[src/rtl/input_wait_controller_pkg.sv]
// Shared encodings for the INPUT wait handshake.
// The control unit imports the same state codes and opcode.
package input_wait_controller_pkg;

  typedef enum logic [1:0] {
    IDLE         = 2'd0,
    WAIT_PRESS   = 2'd1,
    WAIT_RELEASE = 2'd2,
    DONE         = 2'd3
  } iw_state_t;

  localparam logic [3:0] OPC_INPUT = 4'b1101;

endpackage

[src/rtl/input_debouncer.sv]
// Level debouncer: pulses acc_o once level_i has matched target_i for
// DEBOUNCE_CYCLES consecutive enabled cycles; any mismatch restarts the count.
module input_debouncer #(
  parameter int DEBOUNCE_CYCLES = 4
) (
  input  logic clk,
  input  logic reset,
  input  logic en_i,
  input  logic level_i,
  input  logic target_i,
  output logic acc_o
);

  localparam int CNT_W = (DEBOUNCE_CYCLES > 1) ? $clog2(DEBOUNCE_CYCLES) : 1;
  localparam logic [CNT_W-1:0] LAST = CNT_W'(DEBOUNCE_CYCLES - 1);

  logic [CNT_W-1:0] cnt_q, cnt_d;
  logic             match;

  assign match = en_i && (level_i == target_i);
  assign acc_o = match && (cnt_q == LAST);

  // Disabled, mismatching or accepting cycles all leave the counter at zero.
  always_comb begin
    cnt_d = '0;
    if (match && !acc_o) cnt_d = cnt_q + 1'b1;
  end

  always_ff @(posedge clk) begin
    if (reset) cnt_q <= '0;
    else       cnt_q <= cnt_d;
  end

endmodule

[src/rtl/input_wait_controller.sv]
// Stalls the PC while an INPUT instruction waits for a debounced press/release
// on the selected switch, then returns the word captured at the press.
// Optional wait limit: define INPUT_TIMEOUT_EN.
module input_wait_controller
  import input_wait_controller_pkg::*;
#(
  parameter int NUM_CH          = 4,
  parameter int CH_W            = 2,
  parameter int DATA_W          = 16,
  parameter int DEBOUNCE_CYCLES = 4,
  parameter int TIMEOUT_CYCLES  = 1000000
) (
  input  logic              clk,
  input  logic              reset,
  input  logic              req,
  input  logic [CH_W-1:0]   ch_sel,
  input  logic [NUM_CH-1:0] switch,
  input  logic [DATA_W-1:0] in_data,
  output logic              stall,
  output logic              data_valid,
  output logic [31:0]       data_out,
  output logic              err
);

  localparam int SW_W = 1 << CH_W;

  if (DEBOUNCE_CYCLES < 1 || SW_W < NUM_CH || TIMEOUT_CYCLES < 1 || DATA_W > 32)
  begin : g_param_check
    $error("input_wait_controller: invalid parameter set");
  end

  iw_state_t         state_q, state_d;
  logic [CH_W-1:0]   ch_q, ch_d;
  logic [DATA_W-1:0] data_q, data_d;
  logic              err_q, err_d;
  logic [SW_W-1:0]   sw_pad;
  logic              waiting, level, acc, timeout;

  // Padding lets an out-of-range ch_q index safely (it only occurs in DONE).
  assign sw_pad  = SW_W'(switch);
  assign level   = sw_pad[ch_q];
  assign waiting = (state_q == WAIT_PRESS) || (state_q == WAIT_RELEASE);

  input_debouncer #(
    .DEBOUNCE_CYCLES(DEBOUNCE_CYCLES)
  ) u_debounce (
    .clk     (clk),
    .reset   (reset),
    .en_i    (waiting),
    .level_i (level),
    .target_i(state_q == WAIT_PRESS),
    .acc_o   (acc)
  );

`ifdef INPUT_TIMEOUT_EN
  localparam int TO_W = $clog2(TIMEOUT_CYCLES + 1);
  logic [TO_W-1:0] wait_q;

  // Runs across both wait states; only leaving the wait clears it.
  always_ff @(posedge clk) begin
    if (reset || !waiting) wait_q <= '0;
    else                   wait_q <= wait_q + 1'b1;
  end

  assign timeout = waiting && (wait_q == TO_W'(TIMEOUT_CYCLES - 1));
`else
  assign timeout = 1'b0;
`endif

  always_comb begin
    state_d = state_q;
    ch_d    = ch_q;
    data_d  = data_q;
    err_d   = err_q;
    case (state_q)
      IDLE: begin
        if (req) begin
          ch_d  = ch_sel;
          err_d = 1'b0;
          if (32'(ch_sel) >= NUM_CH) begin
            state_d = DONE;
            err_d   = 1'b1;
            data_d  = '0;
          end else begin
            state_d = WAIT_PRESS;
          end
        end
      end
      WAIT_PRESS: begin
        if (timeout) begin
          state_d = DONE;
          err_d   = 1'b1;
          data_d  = '0;
        end else if (acc) begin
          data_d  = in_data;
          state_d = WAIT_RELEASE;
        end
      end
      WAIT_RELEASE: begin
        if (timeout) begin
          state_d = DONE;
          err_d   = 1'b1;
          data_d  = '0;
        end else if (acc) begin
          state_d = DONE;
        end
      end
      // req here still belongs to the completing instruction.
      DONE:    state_d = IDLE;
      default: state_d = IDLE;
    endcase
  end

  always_ff @(posedge clk) begin
    if (reset) begin
      state_q <= IDLE;
      ch_q    <= '0;
      data_q  <= '0;
      err_q   <= 1'b0;
    end else begin
      state_q <= state_d;
      ch_q    <= ch_d;
      data_q  <= data_d;
      err_q   <= err_d;
    end
  end

  assign stall      = waiting || ((state_q == IDLE) && req);
  assign data_valid = (state_q == DONE);
  assign err        = data_valid && err_q;
  assign data_out   = 32'(data_q);

endmodule

[config.mk]
export PLATFORM = sky130hd
export DESIGN_NAME = input_wait_controller
export DESIGN_NICKNAME = d
export VERILOG_FILES = /design/src/rtl/input_wait_controller_pkg.sv /design/src/rtl/input_debouncer.sv /design/src/rtl/input_wait_controller.sv
export SDC_FILE = /design/constraint.sdc
export NUM_CORES = 1
export LEC_CHECK = 0
export CAP_MARGIN = 20
export CORE_ASPECT_RATIO = 0.9
export CORE_MARGIN = 5
export CORE_UTILIZATION = 54
export DETAILED_ROUTE_END_ITERATION = 6
export DONT_BUFFER_PORTS = 1
export PLACE_DENSITY = 0.72
export SLEW_MARGIN = 15
export SYNTH_ARGS = -nofsm -noshare
export SYNTH_HDL_FRONTEND = slang
export SYNTH_SLANG_ARGS = --single-unit
[constraint.sdc]
create_clock -name clk -period 1.5 [get_ports clk]
set_input_delay 0.3 -clock clk [delete_from_list [all_inputs] [get_ports clk]]
set_output_delay 0.3 -clock clk [all_outputs]
set_load 0.03 [all_outputs]
==> results of run 1 <==
cell type report:
type,count,share of cell area [%]
Clock buffer,3,1.78
Timing Repair Buffer,12,10.0
Tap cell,25,2.48
Inverter,5,1.68
Multi-Input combinational cell,85,46.5
Sequential cell,22,35.2
Clock inverter,1,2.38
metal layers:
metal / track usage (%) / part of all wire [%]
met5: 0 / 0
met4: 4.63 / 0.55
met3: 7.07 / 12
met1: 16.9 / 36
met2: 26.1 / 51
state kept, by name (all words and copies together) (netlist names):
register          flops
ch_q                  2
u_debounce.cnt_q      2
data_q               16
state_q               2
timing repair:
action	in CTS	in global routing
pin swaps	2	5
hold buffers	0	0
buffers inserted	3	3
endpoints found under the setup margin	19	21
gates cloned	0	0
gates resized for setup	9	4
through the flow:
| stage | util (%) | hold slack (ps) | instance area, um2 |
|---|---|---|---|
| 6_report | 64.7 | 41.3 | 1260 |
| 5_1_grt | 64.7 | 13.3 | 1260 |
| 4_1_cts | 62.6 | 31.3 | 1220 |
| 3_5_place_dp | 55.8 | 369 | 1090 |
| 3_3_place_gp | 55.8 | 368 | 1090 |
| 2_1_floorplan | - | 399 | 1180 |
cells in the final DEF, fill, tap and decap left out, types with 4 or more instances in the layout:
cell,instances
dfxtp_1,19
conb_1,17
nand3_1,4
mux2i_1,16
buf_4,7
nor2_1,21
ha_1,5
a21oi_1,5
nand2_1,4
worst max-delay path: cells and delay by family, from the launching register on:
family	cells	cell delay, ps
mux	1	580
flops	1	360
compound gates	2	290
buf+inv	2	260
cells by family (layout without fill, tap and decap cells):
| group | after synthesis | in the layout |
|---|---|---|
| AO/OA/AOI/OAI | 10 | 10 |
| XOR/XNOR | 1 | 1 |
| adder cells (fa/ha/maj) | 6 | 6 |
| buffers and inverters | 26 | 21 |
| flip-flops | 22 | 22 |
| multiplexers | 17 | 17 |
| other | 1 | 17 |
| AND/OR/NAND/NOR | 34 | 34 |
worst min-delay path by stage:
stage	from	to	slack [ps]	depth (start not counted)
after floorplan	u_debounce.cnt_q[0]	u_debounce.cnt_q[0]	400	1
after global placement	reset	ch_q[0]	370	1
after detailed placement	reset	ch_q[0]	370	1
after CTS	reset	data_q[5]	30	1
after global routing	reset	data_q[4]	10	1
final	reset	data_q[0]	40	1
Yosys cell counts:
library cell   number
buf_12              1
o221ai_1            1
nor3_1              1
ha_1                6
dlygate4sd1_1       1
nand3_1             4
o21ba_2             1
xnor2_1             1
inv_1               5
conb_1              1
nand4_4             1
nand2b_1            2
nand2_1             5
clkbuf_1            2
dfxtp_1            22
o211ai_1            1
nor2_1             21
mux4_2              1
a211oi_1            2
mux2i_1            16
a21oi_1             5
buf_4              17
power by group:
group | internal, mW | switching, mW
Clock | 0.270 | 0.180
Sequential | 0.630 | 0.0302
Combinational | 0.390 | 0.454
==> results by group, run 1 <==
Timing
  – Final Slew Violations: 0
  – Hold Violations, Final: 0
  – Final sum of negative setup slack: -900 ps
  – Setup-failing EPs final: 19
  – RSZ-0062 raised after global routing: true
  – Post-route setup slack: -102 ps
  – Fin crit period: 1600 ps
  – Final period util: 107%
  – Fmax achieved: 624 MHz
  – Skew final: 4.02 ps

Final layout
  – Reg area: 444 um2
  – Ant diodes: 0
  – # nets final: 160
  – Layout cells sized above 1: 22.7%
  – # fillers: 159
  – Final cell count without fillers: 153
  – Multi-input gate area: 587 um2
  – Layout area overhead: 13.1%

Floorplanning
  – Die area: 3080 um2
  – Initial core utilization: 57.2%
  – Core ar.: 1950 um2
  – Width of the die: 57.9 um
  – Rows: 15
  – I/O pin count: 60
  – Die height: 53.1 um

Clock tree
  – # H-tree levels: 1
  – Clock-pin slew on the worst setup and hold paths: 120 ps
  – Clock buffer depth: 2
  – Clock Latency Late Sink: 310 ps
  – CTS Buf Count: 3
  – TritonCTS clock tree: built
  – CTS root buf: clkbuf_4
  – # clock sinks: 22

Synthesis
  – Count of different cell masters after synthesis: 22
  – Xor and xnor area share after synthesis: 0.785%
  – Synthesized flop and latch total: 22
  – Largest family of logic cells by synthesized area: multiplexers
  – Synthesis Warnings: 0
  – Main area contributors after synthesis: dfxtp_1 39%, mux2i_1 14%, buf_4 11%
  – Seq/Total Area, Yosys: 39.5%
  – Post-Syn Area: 1120 um2
  – Synthesized area per cell: 9.54 um2
  – Post-Synth Simple-Gate Area: 14.0%
  – Largest area contributor in the netlist: dfxtp_1
  – Post-Syn Instances: 117
  – Post-Synth Adder-Cell Area: 6.73%
  – Post-synthesis compound-gate area fraction: 5.94%
  – Area share of the largest cell type after synthesis: 39.5%
  – Multiplexer share of the synthesized area: 16.4%

Drt
  – DRC: 0
  – Post-Route WL: 2390 um
  – Wire length per cell: 15.6 um
  – DR pass1 iterations: 4
  – Post-DR vias/cell: 5.05
  – Vias: 772
  – 1st-iter DRT viols: 30
  – Final ANT Viol Nets: 0

Setup path
  – Critical Path AT: 1810 ps
  – Req. time, crit path: 1700 ps
  – Crit-path most repeated cell: buf_6
  – CP Launch Type: flip-flop
  – Reg2Reg Depth: 5
  – CP peak stage delay: 580 ps
  – R2r startpoint: ch_q[0]
  – FF-to-FF End: state_q[0]
  – Critical Path Fanout Max: 3
  – Crit path max-delay cell type: mux4_2
  – Kind of critical path: reg2reg
  – Reg2reg setup slack: -100 ps
  – CP Capture Point: state_q[0]
  – Worst setup startpoint: ch_q[0]
  – Worst setup EP type: flip-flop
  – Worst path cell trace: mux4_2 > buf_6 > buf_6 > o211ai_1 > a211oi_2

Hold path
  – Worst min path class: in2reg

Global route
  – Total Routing Usage GR: 15.3%
  – Global-route wire length before repair: 3510 um
  – Vias in the first global route: 770
  – Initial antenna violation count: 0
  – Largest net degree at the start of global routing: 22
  – Grt total ovfl: 0

Placement
  – Routability cong.: 0.774
  – Port bufs: 0
  – Inst Count DP: 143
  – Post-DP HPWL: 1630 um
  – Setup WS pre-CTS: -94.1 ps

Power and ir drop
  – Design Power: 1.95 mW
  – Leakage: 0.647 nW
  – Peak supply drop: 0.889 mV
  – Power per cell area: 1550 nW/um2

Run
  – Max_cap viols: 0

Outcome
  – Failing checks: setup timing
  – Status: finished, violations left
(Power assumes the default switching activity.)
==> inputs of run 2 (changes only) <==
CORE_UTILIZATION = 29   (was 54)
PLACE_DENSITY = default   (was 0.72)
==> results by group, run 2 (synthesis gave the netlist of run 1 again) <==
Drt
  – Vias: 765 (was 772)
  – DRC: 0 (unchanged)
  – Post-DR vias/cell: 4.45 (was 5.05)
  – 1st-iter DRT viols: 25 (was 30)
  – Post-Route WL: 2370 um (was 2390 um)
  – Wire length per cell: 13.8 um (was 15.6 um)
  – DR pass1 iterations: 4 (unchanged)
  – Final ANT Viol Nets: 0 (unchanged)

Clock tree
  – CTS Buf Count: 3 (unchanged)
  – Clock Latency Late Sink: 260 ps (was 310 ps)
  – # H-tree levels: 1 (unchanged)
  – Clock-pin slew on the worst setup and hold paths: 80 ps (was 120 ps)
  – Clock buffer depth: 2 (unchanged)
  – Hold_buf cts: 0 (unchanged)
  – # clock sinks: 22 (unchanged)
  – CTS root buf: clkbuf_8 (was clkbuf_4)
  – TritonCTS clock tree: built (unchanged)

Timing
  – Final Slew Violations: 0 (unchanged)
  – Final period util: 103% (was 107%)
  – RSZ-0062 raised after global routing: true (unchanged)
  – Fin crit period: 1540 ps (was 1600 ps)
  – Post-route setup slack: -37.6 ps (was -102 ps)
  – Setup-failing EPs final: 16 (was 19)
  – Fmax achieved: 650 MHz (was 624 MHz)
  – Skew final: 3.03 ps (was 4.02 ps)
  – Hold Violations, Final: 0 (unchanged)

Final layout
  – Util after Layout: 34.8% (was 64.7%)
  – Commonest non-fill, non-tap cell in the layout: nor2_1 (unchanged)
  – Reg with most FFs: data_q (unchanged)
  – Layout cells sized above 1: 23.8% (was 22.7%)
  – Multi-input gate area: 598 um2 (was 587 um2)
  – # fillers: 376 (was 159)
  – Most frequent cells in the layout: 21 x nor2_1, 19 x dfxtp_1, 17 x conb_1, 15 x mux2i_1, 6 x buf_4 (was 21 x nor2_1, 19 x dfxtp_1, 17 x conb_1, 16 x mux2i_1, 7 x buf_4)
  – # nets final: 158 (was 160)
  – Reg area: 444 um2 (unchanged)
  – Number of flip-flops in the largest register: 16 (unchanged)
  – Final cell count without fillers: 172 (was 153)
  – Layout area overhead: 16.5% (was 13.1%)
  – Ant diodes: 0 (unchanged)

Setup path
  – CP Launch Type: flip-flop (unchanged)
  – Reg2reg setup slack: -40 ps (was -100 ps)
  – R2r startpoint: ch_q[0] (unchanged)
  – FF-to-FF End: data_q[0] (was state_q[0])
  – CP Depth: 5 (unchanged)
  – Reg2Reg Depth: 5 (unchanged)
  – Critical Path Fanout Max: 10 (was 3)
  – Bufs and invs on worst path: 1 (was 2)
  – Kind of critical path: reg2reg (unchanged)
  – Crit path max-delay cell type: mux4_2 (unchanged)
  – Req. time, crit path: 1660 ps (was 1700 ps)
  – CP peak stage delay: 570 ps (was 580 ps)
  – Worst setup EP type: flip-flop (unchanged)
  – Worst path cell trace: mux4_2 > nand4_4 > buf_12 > mux2i_1 > nor2_1 (was mux4_2 > buf_6 > buf_6 > o211ai_1 > a211oi_2)
  – Top delay family on crit path: multiplexers (unchanged)
  – Critical Path AT: 1700 ps (was 1810 ps)

Placement
  – Inst Count DP: 165 (was 143)
  – Port bufs: 0 (unchanged)
  – Routability cong.: 0.775 (was 0.774)
  – Post-DP HPWL: 1810 um (was 1630 um)

Floorplanning
  – I/O pin count: 60 (unchanged)
  – Core ar.: 3730 um2 (was 1950 um2)
  – Width of the die: 75.4 um (was 57.9 um)
  – Initial core utilization: 29.9% (was 57.2%)
  – Rows: 21 (was 15)
  – Die area: 5190 um2 (was 3080 um2)
  – Die height: 68.9 um (was 53.1 um)

Global route
  – Vias in the first global route: 716 (was 770)
  – Global-route wire length before repair: 3340 um (was 3510 um)
  – Total Routing Usage GR: 8.56% (was 15.3%)
  – Initial antenna violation count: 0 (unchanged)
  – Largest net degree at the start of global routing: 22 (unchanged)
  – Grt total ovfl: 0 (unchanged)

Hold path
  – Worst min path class: in2reg (unchanged)
  – Hold path start: reset (unchanged)
  – Hold depth: 1 (unchanged)
  – WHS Endpoint: data_q[3] (was data_q[0])

Run
  – Max_cap viols: 0 (unchanged)

Outcome
  – Failing checks: setup timing (unchanged)
  – Status: finished, violations left (unchanged)

Power and ir drop
  – Peak supply drop: 0.387 mV (was 0.889 mV)
  – Leakage: 0.637 nW (was 0.647 nW)
  – Power per cell area: 1540 nW/um2 (was 1550 nW/um2)
[run 2: changes by cell type in the layout (fill, tap and decap cells not counted), sizes merged]
cell / before / now
buf: 12 / 10
[run 2: worst register-to-register path: cells and delay by family (launching register included)]
| family | cells | cell delay [ps] |
|---|---|---|
| simple gates | 2 | 180 |
| buf+inv | 1 | 150 |
| mux | 2 | 770 |
| flops | 1 | 340 |
[run 2: report_power, final]
group / leakage, nW / switching, mW / internal [mW] / total (mW)
combinational: 0.423 / 0.438 / 0.368 / 0.806
sequential: 0.179 / 0.0298 / 0.629 / 0.659
clock: 0.0357 / 0.187 / 0.356 / 0.543
total: 0.637 / 0.655 / 1.35 / 2.01
[run 2: worst max path at each step]
stage / slack, ps / end / from
after floorplan: -40 / data_q[0] / ch_q[0]
after global placement: -50 / data_q[0] / ch_q[0]
after detailed placement: -90 / data_q[9] / state_q[0]
after CTS: -40 / data_q[0] / ch_q[0]
after global routing: -90 / data_q[1] / ch_q[0]
final: -40 / data_q[0] / ch_q[0]
[run 2: what timing repair did]
item	4_1_cts	5_1_grt
endpoints found under the hold margin	0	0
gates resized for setup	11	4
buffers inserted	3	0
pin swaps	3	4
endpoints found under the setup margin	19	20
[run 2: area by class of cell]
class                   instances  area share, %
multi-input cells              85           46.0
flip-flops and latches         22           34.2
repair buffers                 10           8.28
well taps                      46           4.43
clock buffers                   3           3.18
clock inverters                 1           2.31
inverters                       5           1.64
[run 2: through the flow]
step | worst slack, ps | hold slack [ps] | TNS (ps) | area [um2] | total power [mW]
floorplan | -36.3 | 399 | -363 | 1180 | 1.16
global route | -93.0 | 84.4 | -1290 | 1300 | 2.12
finish | -37.6 | 96.2 | -379 | 1300 | 2.01
detailed placement | -94.9 | 377 | -1220 | 1120 | 1.31
CTS | -35.1 | 94.7 | -308 | 1290 | 2.01
global placement | -51.4 | 368 | -696 | 1120 | 1.29
[run 2: routing by layer]
metal,part of all wire [%],track usage (%)
met2,54,15.2
met4,1.2,3.71
met5,0,0
met1,35,9.30
met3,10,2.75
==> inputs of run 3 (changes only) <==
CORE_ASPECT_RATIO = default   (was 0.9)
CORE_UTILIZATION = 65   (was 29)
PLACE_DENSITY = 0.81   (was default)
clock period = 1.9 ns   (was 1.5 ns; I/O delays follow)
==> results by group, run 3 (synthesis gave the netlist of run 1 again) <==
Global route
  – Global-route wire length before repair: 3140 um (was 3340 um)
  – Largest net degree at the start of global routing: 22 (unchanged)
  – Total Routing Usage GR: 15.7% (was 8.56%)
  – Met2 usage: 26.5% (was 15.2%)
  – Met3 Usage GRT: 6.12% (was 2.75%)
  – Initial antenna violation count: 0 (unchanged)
  – Vias in the first global route: 704 (was 716)
  – Gr busiest metal: met2 (unchanged)
  – Met1 Use GR: 18.1% (was 9.30%)
  – Grt total ovfl: 0 (unchanged)

Power and ir drop
  – Sequential share of power: 40.4% (was 32.8%)
  – Pint: 0.864 mW (was 1.35 mW)
  – Sw frac: 33.6% (was 32.6%)
  – Design Power: 1.30 mW (was 2.01 mW)
  – Leakage: 0.573 nW (was 0.637 nW)
  – Peak supply drop: 0.705 mV (was 0.387 mV)
  – Sw Pwr: 0.438 mW (was 0.655 mW)
  – Gate power share: 32.6% (was 40.1%)
  – Clock network fraction of design power: 27.1% (was 27.0%)
  – Power per cell area: 1180 nW/um2 (was 1540 nW/um2)

Placement
  – Port bufs: 0 (unchanged)
  – Routability cong.: 0.753 (was 0.775)
  – Post-DP HPWL: 1490 um (was 1810 um)

Final layout
  – Most frequent cells in the layout: 21 x nor2_1, 20 x dfxtp_1, 17 x conb_1, 16 x mux2i_1 (was 21 x nor2_1, 19 x dfxtp_1, 17 x conb_1, 15 x mux2i_1, 6 x buf_4)
  – Reg with most FFs: data_q (unchanged)
  – Ant diodes: 0 (unchanged)
  – Number of flip-flops in the largest register: 16 (unchanged)
  – Util after Layout: 65.8% (was 34.8%)
  – # fillers: 136 (was 376)
  – Layout cells sized above 1: 9.48% (was 23.8%)
  – Layout area overhead: -1.57% (was 16.5%)
  – Commonest non-fill, non-tap cell in the layout: nor2_1 (unchanged)
  – # nets final: 148 (was 158)

Timing
  – Skew final: 2.95 ps (was 3.03 ps)
  – Final period util: 92.7%
  – Hold WS: 126 ps (was 96.2 ps)
  – Final Slew Violations: 0 (unchanged)
  – Final sum of negative setup slack: 0 ps (was -379 ps)
  – Hold Violations, Final: 0 (unchanged)
  – RSZ-0062 raised after global routing: false (was true)
  – Setup-failing EPs final: 0 (was 16)
  – Fmax achieved: 568 MHz
  – Fin crit period: 1760 ps

Drt
  – DR pass1 iterations: 4 (unchanged)
  – Post-DR vias/cell: 5.38 (was 4.45)
  – Wire length per cell: 13.8 um (about the same)
  – Post-Route WL: 1830 um (was 2370 um)
  – Final ANT Viol Nets: 0 (unchanged)
  – 1st-iter DRT viols: 4 (was 25)
  – Vias: 715 (was 765)
  – DRC: 0 (unchanged)

Clock tree
  – # clock sinks: 22 (unchanged)
  – CTS Buf Count: 3 (unchanged)
  – Postcts setup bufs: 0 (was 3)
  – Clock Latency Late Sink: 300 ps (was 260 ps)
  – # H-tree levels: 1 (unchanged)
  – Clock-pin slew on the worst setup and hold paths: 120 ps (was 80 ps)
  – CTS root buf: clkbuf_4 (was clkbuf_8)
  – TritonCTS clock tree: built (unchanged)
  – Clock buffer depth: 2 (unchanged)

Floorplanning
  – Die height: 51.4 um (was 68.9 um)
  – Core ar.: 1670 um2 (was 3730 um2)
  – Initial core utilization: 66.8% (was 29.9%)
  – Rows: 15 (was 21)
  – I/O pin count: 60 (unchanged)
  – Die area: 2650 um2 (was 5190 um2)
  – Width of the die: 51.4 um (was 75.4 um)

Setup path
  – Kind of critical path: reg2out (was reg2reg)
  – Reg2reg setup slack: 230 ps (was -40 ps)
  – CP peak stage delay: 400 ps (was 570 ps)
  – CP Launch Type: flip-flop (unchanged)
  – Crit path max-delay cell type: ha_2 (was mux4_2)
  – Critical Path AT: 1380 ps (was 1700 ps)
  – Critical Path Fanout Max: 6 (was 10)
  – Worst setup EP type: output pin (was flip-flop)
  – Req. time, crit path: 1520 ps (was 1660 ps)
  – Worst path cell trace: inv_1 > ha_2 > nand2b_4 (was mux4_2 > nand4_4 > buf_12 > mux2i_1 > nor2_1)

Outcome
  – Status: finished, final reports clean (was finished, violations left)

Hold path
  – Worst min path class: in2reg (unchanged)

Run
  – Max_cap viols: 0 (unchanged)
## run 3: cell count changes in the layout (fill, tap and decap cells not counted), moves of 2 or more
cell | previous run | this run
inv_1 | 3 | 5
buf_12 | 2 | 0
buf_4 | 6 | 0
clkbuf_4 | 0 | 3
buf_6 | 2 | 0
clkbuf_8 | 3 | 0
## run 3: area by class of cell
cell class                 instances  area (um2)  area share [%]
clock buffer                       3        22.5            2.05
clock inverter                     1        30.0            2.73
inverter                           5        18.8            1.71
multi-input combinational         85         563            51.3
sequential                        22         443            40.3
tap                               17        21.3            1.94
## run 3: stage by stage
stage	instance area, um2	std cells	setup slack [ps]
after floorplan	1180	133	302
after global placement	1030	129	271
final	1100	133	139
after detailed placement	1030	129	203
after CTS	1090	133	31.2
after global routing	1100	133	42.9
## run 3: critical path: cells and delay by family, from the launching register on
family	cells	cell delay, ps
AND/OR/NAND/NOR	1	200
adder cells (fa/ha/maj)	1	400
buffers and inverters	1	90
flip-flops	1	380
## run 3: what timing repair did
action | in CTS | in global routing
endpoints found under the setup margin | 1 | 1
resized for setup | 2 | 3
pin swaps | 0 | 0
hold buffers | 0 | 0
gates cloned | 0 | 0
## run 3: worst paths after layout
check / from / cells past startpoint / endpoint
max: state_q[1] / 3 / stall
min: reset / 1 / data_q[7]
max reg2reg: ch_q[0] / 4 / data_q[15]
min reg2reg: u_debounce.cnt_q[0] / 1 / u_debounce.cnt_q[0]
## run 3: power groups by stage
stage	clock (mW)	combinational [mW]	sequential, mW
after CTS	0.363	0.418	0.522
after global placement	0	0.383	0.528
after floorplan	0	0.386	0.524
after global routing	0.389	0.475	0.532
final	0.353	0.424	0.525
after detailed placement	0	0.396	0.533
## run 3: metal layers
layer  share of wire [%]  vias up
met4                0.49        0
met3                 9.1        2
met1                  37      332
met2                  54       27
li1                    -      354
met5                   0        -
